**src/rtl/dianti_pkg.sv**
```systemverilog
// rtl/dianti_pkg.sv - shared constants for the four-floor elevator request path
package dianti_pkg;

   localparam int FLOORS = 4;

   localparam logic [1:0] DIR_IDLE = 2'b00;
   localparam logic [1:0] DIR_UP   = 2'b01;
   localparam logic [1:0] DIR_DOWN = 2'b10;

   // LSB positions of each switch group inside key_pulse
   localparam int KP_CAR  = 0;
   localparam int KP_UP   = 4;
   localparam int KP_DOWN = 7;
   localparam int KP_W    = 10;

   function automatic logic floor_hit(input logic [2:0] fl, input int floor);
      return fl == 3'(floor);
   endfunction

endpackage

```
**src/rtl/key_debounce.sv**
```systemverilog
// rtl/key_debounce.sv - one switch: 2-flop sync, persistence counter, debounced level, toggle pulse
module key_debounce #(
   parameter int DEB_CYCLES = 4
) (
   input  logic clk,
   input  logic rst_n,
   input  logic arm_i,
   input  logic raw_i,
   output logic press_o,
   output logic pulse_o
);

   localparam logic [3:0] CNT_MAX = 4'(DEB_CYCLES);

   logic       sync1_q, sync2_q;
   logic       deb_q, deb_d;
   logic [3:0] cnt_q, cnt_d;
   logic       pulse_q;

   // Early strobe lets the parent set the pending bit on the same edge the pulse registers.
   assign press_o = arm_i && (cnt_q == CNT_MAX);
   assign pulse_o = pulse_q;

   always_comb begin
      deb_d = deb_q;
      cnt_d = 4'd0;
      if (!arm_i) begin
         deb_d = sync2_q;
      end else if (press_o) begin
         deb_d = ~deb_q;
      end else if (sync2_q != deb_q) begin
         cnt_d = cnt_q + 4'd1;
      end
   end

   always_ff @(posedge clk or negedge rst_n) begin
      if (!rst_n) begin
         sync1_q <= 1'b0;
         sync2_q <= 1'b0;
         deb_q   <= 1'b0;
         cnt_q   <= 4'd0;
         pulse_q <= 1'b0;
      end else begin
         sync1_q <= raw_i;
         sync2_q <= sync1_q;
         deb_q   <= deb_d;
         cnt_q   <= cnt_d;
         pulse_q <= press_o;
      end
   end

endmodule

```
**src/rtl/hall_call_register.sv**
```systemverilog
// rtl/hall_call_register.sv - debounced car/hall call latch with service-clear for the elevator controller
module hall_call_register
   import dianti_pkg::*;
#(
   parameter int DEB_CYCLES = 4
) (
   input  logic       clk,
   input  logic       rst_n,
   input  logic [3:0] kin_car,
   input  logic [2:0] kin_up,
   input  logic [2:0] kin_down,
   input  logic [2:0] fl_num,
   input  logic       door_open,
   input  logic [1:0] dir,
   output logic [3:0] car_req,
   output logic [2:0] up_req,
   output logic [2:0] down_req,
   output logic [9:0] key_pulse,
   output logic       any_req
);

   localparam logic [4:0] ARM_DONE = 5'(DEB_CYCLES + 2);

   logic [4:0]      arm_q, arm_d;
   logic            armed;
   logic [KP_W-1:0] raw, press;
   logic [3:0]      car_q, car_d;
   logic [2:0]      up_q, up_d;
   logic [2:0]      down_q, down_d;
   logic            any_q;

   assign raw   = {kin_down, kin_up, kin_car};
   assign armed = (arm_q == ARM_DONE);
   assign arm_d = armed ? arm_q : arm_q + 5'd1;

   for (genvar i = 0; i < KP_W; i++) begin : g_key
      key_debounce #(.DEB_CYCLES(DEB_CYCLES)) u_key (
         .clk    (clk),
         .rst_n  (rst_n),
         .arm_i  (armed),
         .raw_i  (raw[i]),
         .press_o(press[i]),
         .pulse_o(key_pulse[i])
      );
   end

   // A served floor both blocks new sets and clears, so clear wins on collision.
   always_comb begin
      car_d  = car_q;
      up_d   = up_q;
      down_d = down_q;
      for (int f = 0; f < FLOORS; f++) begin
         if (door_open && floor_hit(fl_num, f + 1)) car_d[f] = 1'b0;
         else if (press[KP_CAR + f])                 car_d[f] = 1'b1;
      end
      for (int f = 0; f < FLOORS - 1; f++) begin
         if (door_open && floor_hit(fl_num, f + 1)) begin
            if (dir != DIR_DOWN) up_d[f] = 1'b0;
         end else if (press[KP_UP + f]) begin
            up_d[f] = 1'b1;
         end
         if (door_open && floor_hit(fl_num, f + 2)) begin
            if (dir != DIR_UP) down_d[f] = 1'b0;
         end else if (press[KP_DOWN + f]) begin
            down_d[f] = 1'b1;
         end
      end
   end

   always_ff @(posedge clk or negedge rst_n) begin
      if (!rst_n) begin
         arm_q  <= 5'd0;
         car_q  <= 4'd0;
         up_q   <= 3'd0;
         down_q <= 3'd0;
         any_q  <= 1'b0;
      end else begin
         arm_q  <= arm_d;
         car_q  <= car_d;
         up_q   <= up_d;
         down_q <= down_d;
         any_q  <= |{car_q, up_q, down_q};
      end
   end

   assign car_req  = car_q;
   assign up_req   = up_q;
   assign down_req = down_q;
   assign any_req  = any_q;

endmodule

```
**config.mk**
```make
export PLATFORM = sky130hd
export DESIGN_NAME = hall_call_register
export DESIGN_NICKNAME = d
export VERILOG_FILES = /design/src/rtl/dianti_pkg.sv /design/src/rtl/key_debounce.sv /design/src/rtl/hall_call_register.sv
export SDC_FILE = /design/constraint.sdc
export NUM_CORES = 1
export LEC_CHECK = 0
export CAP_MARGIN = 25
export CORE_MARGIN = 2
export CORE_UTILIZATION = 55
export CTS_BUF_LIST = sky130_fd_sc_hd__clkbuf_16
export DETAILED_ROUTE_END_ITERATION = 12
export DONT_BUFFER_PORTS = 1
export PLACE_DENSITY = 0.72
export SYNTH_ARGS = -nofsm -noshare
export SYNTH_HDL_FRONTEND = slang
export SYNTH_SLANG_ARGS = --single-unit
```
**constraint.sdc**
```tcl
create_clock -name clk -period 1.6 [get_ports clk]
set_clock_uncertainty 0.1 [all_clocks]
set_input_delay 0.16 -clock clk [delete_from_list [all_inputs] [get_ports clk]]
set_output_delay 0.16 -clock clk [all_outputs]
set_load 0.01 [all_outputs]
```
==> results of run 1 <==
-- how the worst max path moves through the flow --
stage                  start  cells past startpoint  slack (ns)                       to
floorplan           arm_q[0]                      7        0.19               car_req[1]
global placement    arm_q[0]                      6        0.10  g_key[5].u_key.cnt_q[3]
detailed placement  arm_q[0]                      6        0.05  g_key[5].u_key.cnt_q[0]
CTS                 arm_q[0]                      6        0.04  g_key[5].u_key.cnt_q[0]
global route        arm_q[0]                      6        0.01  g_key[3].u_key.cnt_q[2]
finish              arm_q[0]                      6        0.10  g_key[3].u_key.cnt_q[3]
-- flip-flops by register name, summed over array words and instances, names as in the netlist --
name,flops
up_req,3
car_req,4
any_req,1
g_key.u_key.sync1_q,10
g_key.u_key.cnt_q,40
g_key.u_key.sync2_q,10
down_req,3
arm_q,5
g_key.u_key.deb_q,10
g_key.u_key.pulse_o,10
-- cell type report --
cell class / count / share of cell area [%]
Clock buffer: 9 / 4.850
Clock inverter: 7 / 2.075
Multi-Input combinational cell: 202 / 31.29
Tap cell: 99 / 2.668
Timing Repair Buffer: 23 / 4.877
Sequential cell: 96 / 51.74
Inverter: 31 / 2.506
-- routing by layer --
metal / share of wire (%) / vias up
li1: - / 1124
met1: 45 / 1146
met2: 48 / 46
met3: 3.6 / 17
met4: 3.4 / 0
met5: 0 / -
-- Yosys cell counts, drive strengths merged, types with 2 or more instances --
cell type and instances:
xor2 31, nand3 23, xnor2 13, o21ai 18, nor2b 2, nand3b 10
nor4 2, dfrtp 96, o21ba 2, nor4bb 2, nor2 53, ha 22
nand2 15, nand4bb 2, buf 15, o21a 2, a2bb2oi 2, inv 31
-- per-stage QoR --
step                hold slack, ns  worst slack [ns]  instances  utilization (%)  power, mW
floorplan                  -0.2356            0.1917        344                -      5.029
global placement           -0.2323            0.1003        433            57.46      5.295
detailed placement         -0.2337           0.04958        433            57.46      5.399
CTS                        -0.5970           0.03893        464            64.00      7.714
global route               -0.6016           0.01346        467            64.36      8.144
finish                     -0.5814            0.1032        467            64.36      7.603
-- repair_timing --
item,in CTS,in global routing
setup buffers,0,3
gates resized for setup,0,1
endpoints found under the hold margin,108,96
setup endpoints to repair,0,15
-- power groups by stage --
stage	Sequential (mW)	Combinational [mW]	Clock, mW
floorplan	3.55	1.48	0
finish	3.68	1.68	2.24
detailed placement	3.73	1.67	0
global route	3.77	1.94	2.44
global placement	3.71	1.59	0
CTS	3.69	1.72	2.31
-- worst max-delay path, cell delays in order (launching register included) --
cell and delay, ns:
dfrtp_1 0.38, inv_1 0.06, ha_1 0.16, and4bb_4 0.37
buf_4 0.18, nand3_4 0.08, nor2_1 0.11
-- cells by family (layout without fill, tap and decap cells) --
logic type               count (synthesis)  in the layout
AND/OR/NAND/NOR                        111            111
flip-flops                              96             96
buffers and inverters                   46             70
XOR/XNOR                                44             44
AO/OA/AOI/OAI                           25             25
adder cells (fa/ha/maj)                 22             22
-- placed cells by master (no fill, tap or decap), types with 2 or more instances in the layout --
master	instances
bufinv_16	2
clkinvlp_4	2
clkinv_4	2
nand4bb_1	2
nor4bb_1	2
o21ai_0	14
dfrtp_1	96
nor2b_1	2
o21ba_2	2
nor2_4	3
xnor2_1	13
nand2_1	14
ha_1	22
nor4_1	2
inv_1	31
o21ai_1	4
clkbuf_16	9
nand3b_1	10
nand3_4	6
nand3_1	17
xor2_1	31
nor2_1	50
buf_4	6
dlygate4sd3_1	15
o21a_1	2
==> results_dict.tcl, run 1 <==
set metrics [dict create \
    area.sequential_um2 2402 \
    synth-compound-area-share_pct 3.760 \
    nets 403 \
    place.gp.congestion 0.7905 \
    start_util_pct 56.73 \
    die_w_um 90.26 \
    dr.pass1.iters 4 \
    synth-xor-area-share_pct 9.416 \
    internal_power_mw 5.217 \
    synth_nets 384 \
    async_reset_ff_share_pct 100.0 \
    p_per_area_nw_per_um2 1637 \
    cts-root-buf "clkbuf_16" \
    design_area_um2 4643 \
    p_sw_mw 2.385 \
    rsz0062_at_grt "no" \
    ir_drop_mv 0.9175 \
    clk_pin_slew_ns 0.06 \
    grt_usage_pct 17.93 \
    top_usage_layer "met2" \
    swShare_pct 31.37 \
    status "complete, but fails checks" \
    start_kind "register" \
    path_max_fanout 11 \
    crit_arrival_ns 1.67 \
    rrSetupSlack_ns 0.10 \
    maxSlewHeadroom_pct 63.44 \
    cts_tree "yes" \
    crit_required_ns 1.77 \
    synth_adder_area_share_pct 6.726 \
    htreeDepth 3 \
    p_leak_nw 2.164 \
    synth_ff_type "dfrtp_1" \
    cts_buffer_depth 2 \
    reg2reg_depth 6 \
    fp.coreArea_um2 7214 \
    num_rows 31 \
    cts-buffers-inserted 9 \
    path_class "reg -> reg" \
    min_path_type "in -> async" \
    use_met1_pct 24.26 \
    portBuffers 0 \
    dieArea_um2 8147 \
    ys_ff_latch 96 \
    synthMuxAreaShare_pct 0 \
    r2r-end "g_key[3].u_key.cnt_q[3]" \
    routed_wl_mm 6.556 \
    fin_setup_tns_ns 0 \
    synth-seq-area-share_pct 58.70 \
    n_antenna_cell 0 \
    grt_first_pass_wirelength_mm 11.25 \
    max_freq_mhz 668.1 \
    pwr-share-seq_pct 48.4 \
    yosysTopAreaCellShare_pct 58.70 \
    synth_top_family_by_area "simple AND/OR/NAND/NOR gates" \
    clockPowerShare_pct 29.5 \
    synth.area.top_cells "dfrtp_1 (59%), ha_1 (6.7%), xor2_1 (6.6%), nor2_1 (4.6%), inv_1 (2.8%)" \
    use_met2_pct 26.57 \
    whs_ns -0.5814 \
    dieHeight_um 90.26 \
    placed_cell_area_um2 4145 \
    hold_buffers 15 \
    worstMarginPinSlew_ns 0.5411 \
    drive_gt1_share_pct 10.05 \
    drc 0 \
    slew_viol_final 0 \
    wl_per_cell_um 14.04 \
    antenna_found_initial 0 \
    synthToLayoutAreaGrowth_pct 13.45 \
    min_period_over_period_pct 93.55 \
    min_period_ns 1.497 \
    drt_iter0_drc 78 \
    num-fill-cells 558 \
    grt_max_degree 97 \
    synth_largest_area_cell "dfrtp_1" \
    clk_latency_ns 0.33 \
    synthesis.area_um2 4093 \
    violations "negative hold slack" \
    syn_inst 344 \
    synthSimpleGateAreaFrac_pct 15.59 \
    gr-usage-met3_pct 3.673 \
    synth_cell_types 29 \
    endpoint_kind "register" \
    r2r-start "arm_q[0]" \
    viasPerCell 4.996 \
    multiInputGateArea_um2 1453 \
    syn_avg_cell_area_um2 11.90 \
    finalSetupViolCount 0 \
    synth_edf_count 0 \
    ios 39 \
    max_cap_violations 0 \
    grt_overflow 0 \
    vias 2333 \
    pwr-share-comb_pct 22.1 \
    hpwl_mm 4.480 \
    clock_sinks 96 \
    hold_viol_final 96 \
    grt_pass1_vias 2370 \
    final_antenna_net_count 0 \
    yosys_warnings 0 \
]
Power figures use the tool's default switching activity.
==> run 2: changes to the inputs <==
==> constraint.sdc (replaced) <==
create_clock -name clk -period 1.72 [get_ports clk]
set_clock_uncertainty 0.1 [all_clocks]
set_input_delay 0.172 -clock clk [delete_from_list [all_inputs] [get_ports clk]]
set_output_delay 0.172 -clock clk [all_outputs]
set_load 0.01 [all_outputs]
==> run 2 against run 1 <==
Against the previous run: highest routed layer unchanged; non-clock buffer count decreased by 4; the flow still finishes with violations (negative hold slack); flip-flop and latch count unchanged; count of clock-buffer cells in the layout unchanged; cell count decreased by 0.86%; register-to-register slack improved by 0.02 ns; combinational power decreased by 8%; clock power decreased by 19%; critical path depth decreased by 1.
==> results_dict.tcl, run 2 (same netlist as run 1, synthesis figures left out) <==
set metrics [dict create \
    critical-path-top-delay-family "simple AND/OR/NAND/NOR gates" \
    start_kind "register" \
    endpoint_kind "register" \
    wl_per_cell_um 14.00 \
    drive_gt1_share_pct 9.066 \
    p_total_mw 6.780 \
    top_usage_layer "met2" \
    ir_drop_mv 0.9038 \
    drt_iter0_drc 154 \
    min_path_type "in -> async" \
    finalSetupViolCount 0 \
    path_max_fanout 14 \
    slew_viol_final 0 \
    grt_usage_pct 17.97 \
    ios 39 \
    grt_overflow 0 \
    pwr-share-comb_pct 22.8 \
    mostFrequentLayoutCell "dfrtp_1" \
    min_period_ns 1.593 \
    crit_chain "inv_1 > ha_1 > and4bb_4 > nand3_1 > nor2_1" \
    die_w_um 90.26 \
    status "complete, but fails checks" \
    hpwl_mm 4.465 \
    max_freq_mhz 627.8 \
    critPathSlowestCell "and4bb_4" \
    design_area_um2 4562 \
    pwr-share-seq_pct 50.5 \
    p_leak_nw 2.123 \
    num-fill-cells 583 \
    rsz0062_at_grt "no" \
    vias 2333 \
    maxSlewHeadroom_pct 66.00 \
    p_per_area_nw_per_um2 1486 \
    rrSetupSlack_ns 0.13 \
    cts_buffer_depth 2 \
    place.gp.congestion 0.8180 \
    use_met2_pct 29.32 \
    dieArea_um2 8147 \
    largest_register_ffs 40 \
    start_util_pct 56.73 \
    pre_cts_ws_ns 0.1234 \
    crit_required_ns 1.88 \
    stdcell_count 463 \
    htreeDepth 3 \
    violations "negative hold slack" \
    fin_setup_tns_ns 0 \
    regMostFlops "g_key.u_key.cnt_q" \
    path_buf_inv 1 \
    grt_pass1_vias 2432 \
    synthToLayoutAreaGrowth_pct 11.46 \
    antenna_found_initial 0 \
    final_cell_mix "dfrtp_1 (96), nor2_1 (50), inv_1 (31), xor2_1 (31), ha_1 (22)" \
    whs_ns -0.5702 \
    finalWorstSetupSlack_ns 0.1271 \
    final_antenna_net_count 0 \
    cts-root-buf "clkbuf_16" \
    drc 0 \
    internal_power_mw 4.555 \
    max_cap_violations 0 \
    viasPerCell 5.039 \
    nets 399 \
    grt_max_degree 97 \
    num_rows 31 \
    portBuffers 0 \
    cts-buffers-inserted 9 \
    dr.pass1.iters 4 \
    cts_tree "yes" \
    dieHeight_um 90.26 \
    clockPowerShare_pct 26.6 \
    clock_sinks 96 \
    hold_viol_final 96 \
    placed_cell_area_um2 4138 \
    dp_cells 432 \
    ctsResizeCount 0 \
    path_class "reg -> reg" \
    gr-usage-met3_pct 4.591 \
    worstMarginPinSlew_ns 0.5031 \
    grt_first_pass_wirelength_mm 11.39 \
    routed_wl_mm 6.480 \
    clk_pin_slew_ns 0.07 \
    use_met1_pct 22.58 \
    clk_latency_ns 0.34 \
    min_period_over_period_pct 92.61 \
    fp.coreArea_um2 7214 \
    p_sw_mw 2.224 \
    crit_arrival_ns 1.76 \
    postCtsSetupBuffers 0 \
    hold_buffers 15 \
    swShare_pct 32.81 \
    n_antenna_cell 0 \
    worst_path_largest_cell_delay_ns 0.48 \
]
## run 2: cell count changes in the layout (fill, tap and decap cells not counted)
cell        previous run  this run
buf_4                  6         3
bufinv_16              2         0
buf_6                  1         0
clkinv_2               0         1
clkinvlp_4             2         3
## run 2: metrics by stage
step | util, % | hold slack [ns]
global route | 63.23 | -0.5870
CTS | 63.23 | -0.5850
floorplan | - | -0.2236
finish | 63.23 | -0.5702
global placement | 57.35 | -0.2210
detailed placement | 57.35 | -0.2211
## run 2: path summary, 6_finish.rpt
check | start | end | depth (start not counted)
setup reg to reg | arm_q[0] | g_key[6].u_key.cnt_q[2] | 5
min in group clk | door_open | up_req[0] | 2
hold reg to reg | g_key[5].u_key.sync1_q | g_key[5].u_key.sync2_q | 0
max in group asynchronous | rst_n | g_key[5].u_key.sync2_q | 0
setup / recovery | arm_q[0] | g_key[6].u_key.cnt_q[2] | 5
hold / removal | rst_n | g_key[7].u_key.cnt_q[3] | 0
## run 2: final cells by class
cell class	instances	area, um2	share of cell area, %
Sequential cell	96	2402	52.66
Multi-Input combinational cell	202	1453	31.84
Clock buffer	9	225.2	4.937
Timing Repair Buffer	19	192.7	4.224
Tap cell	99	123.9	2.715
Inverter	31	116.4	2.551
Clock inverter	7	48.80	1.070
## run 2: power groups by stage
stage	Sequential, mW	Combinational (mW)	Clock, mW
2_1_floorplan	3.30	1.38	0
3_3_place_gp	3.44	1.47	0
3_5_place_dp	3.48	1.54	0
4_1_cts	3.44	1.58	1.86
5_1_grt	3.52	1.82	1.96
6_report	3.42	1.55	1.81
## run 2: layer usage
metal,wire length [um],share of wire (%),up-vias
li1,-,-,1118
met4,120,1.9,0
met2,3209,50,31
met5,0,0,-
met3,310,4.8,9
met1,2841,44,1175
## run 2: worst register-to-register path: cells and delay by family, from the launching register on
family / cells / cell delay (ns)
buf+inv: 1 / 0.06
simple gates: 3 / 0.84
fa+ha+maj: 1 / 0.15
flops: 1 / 0.37
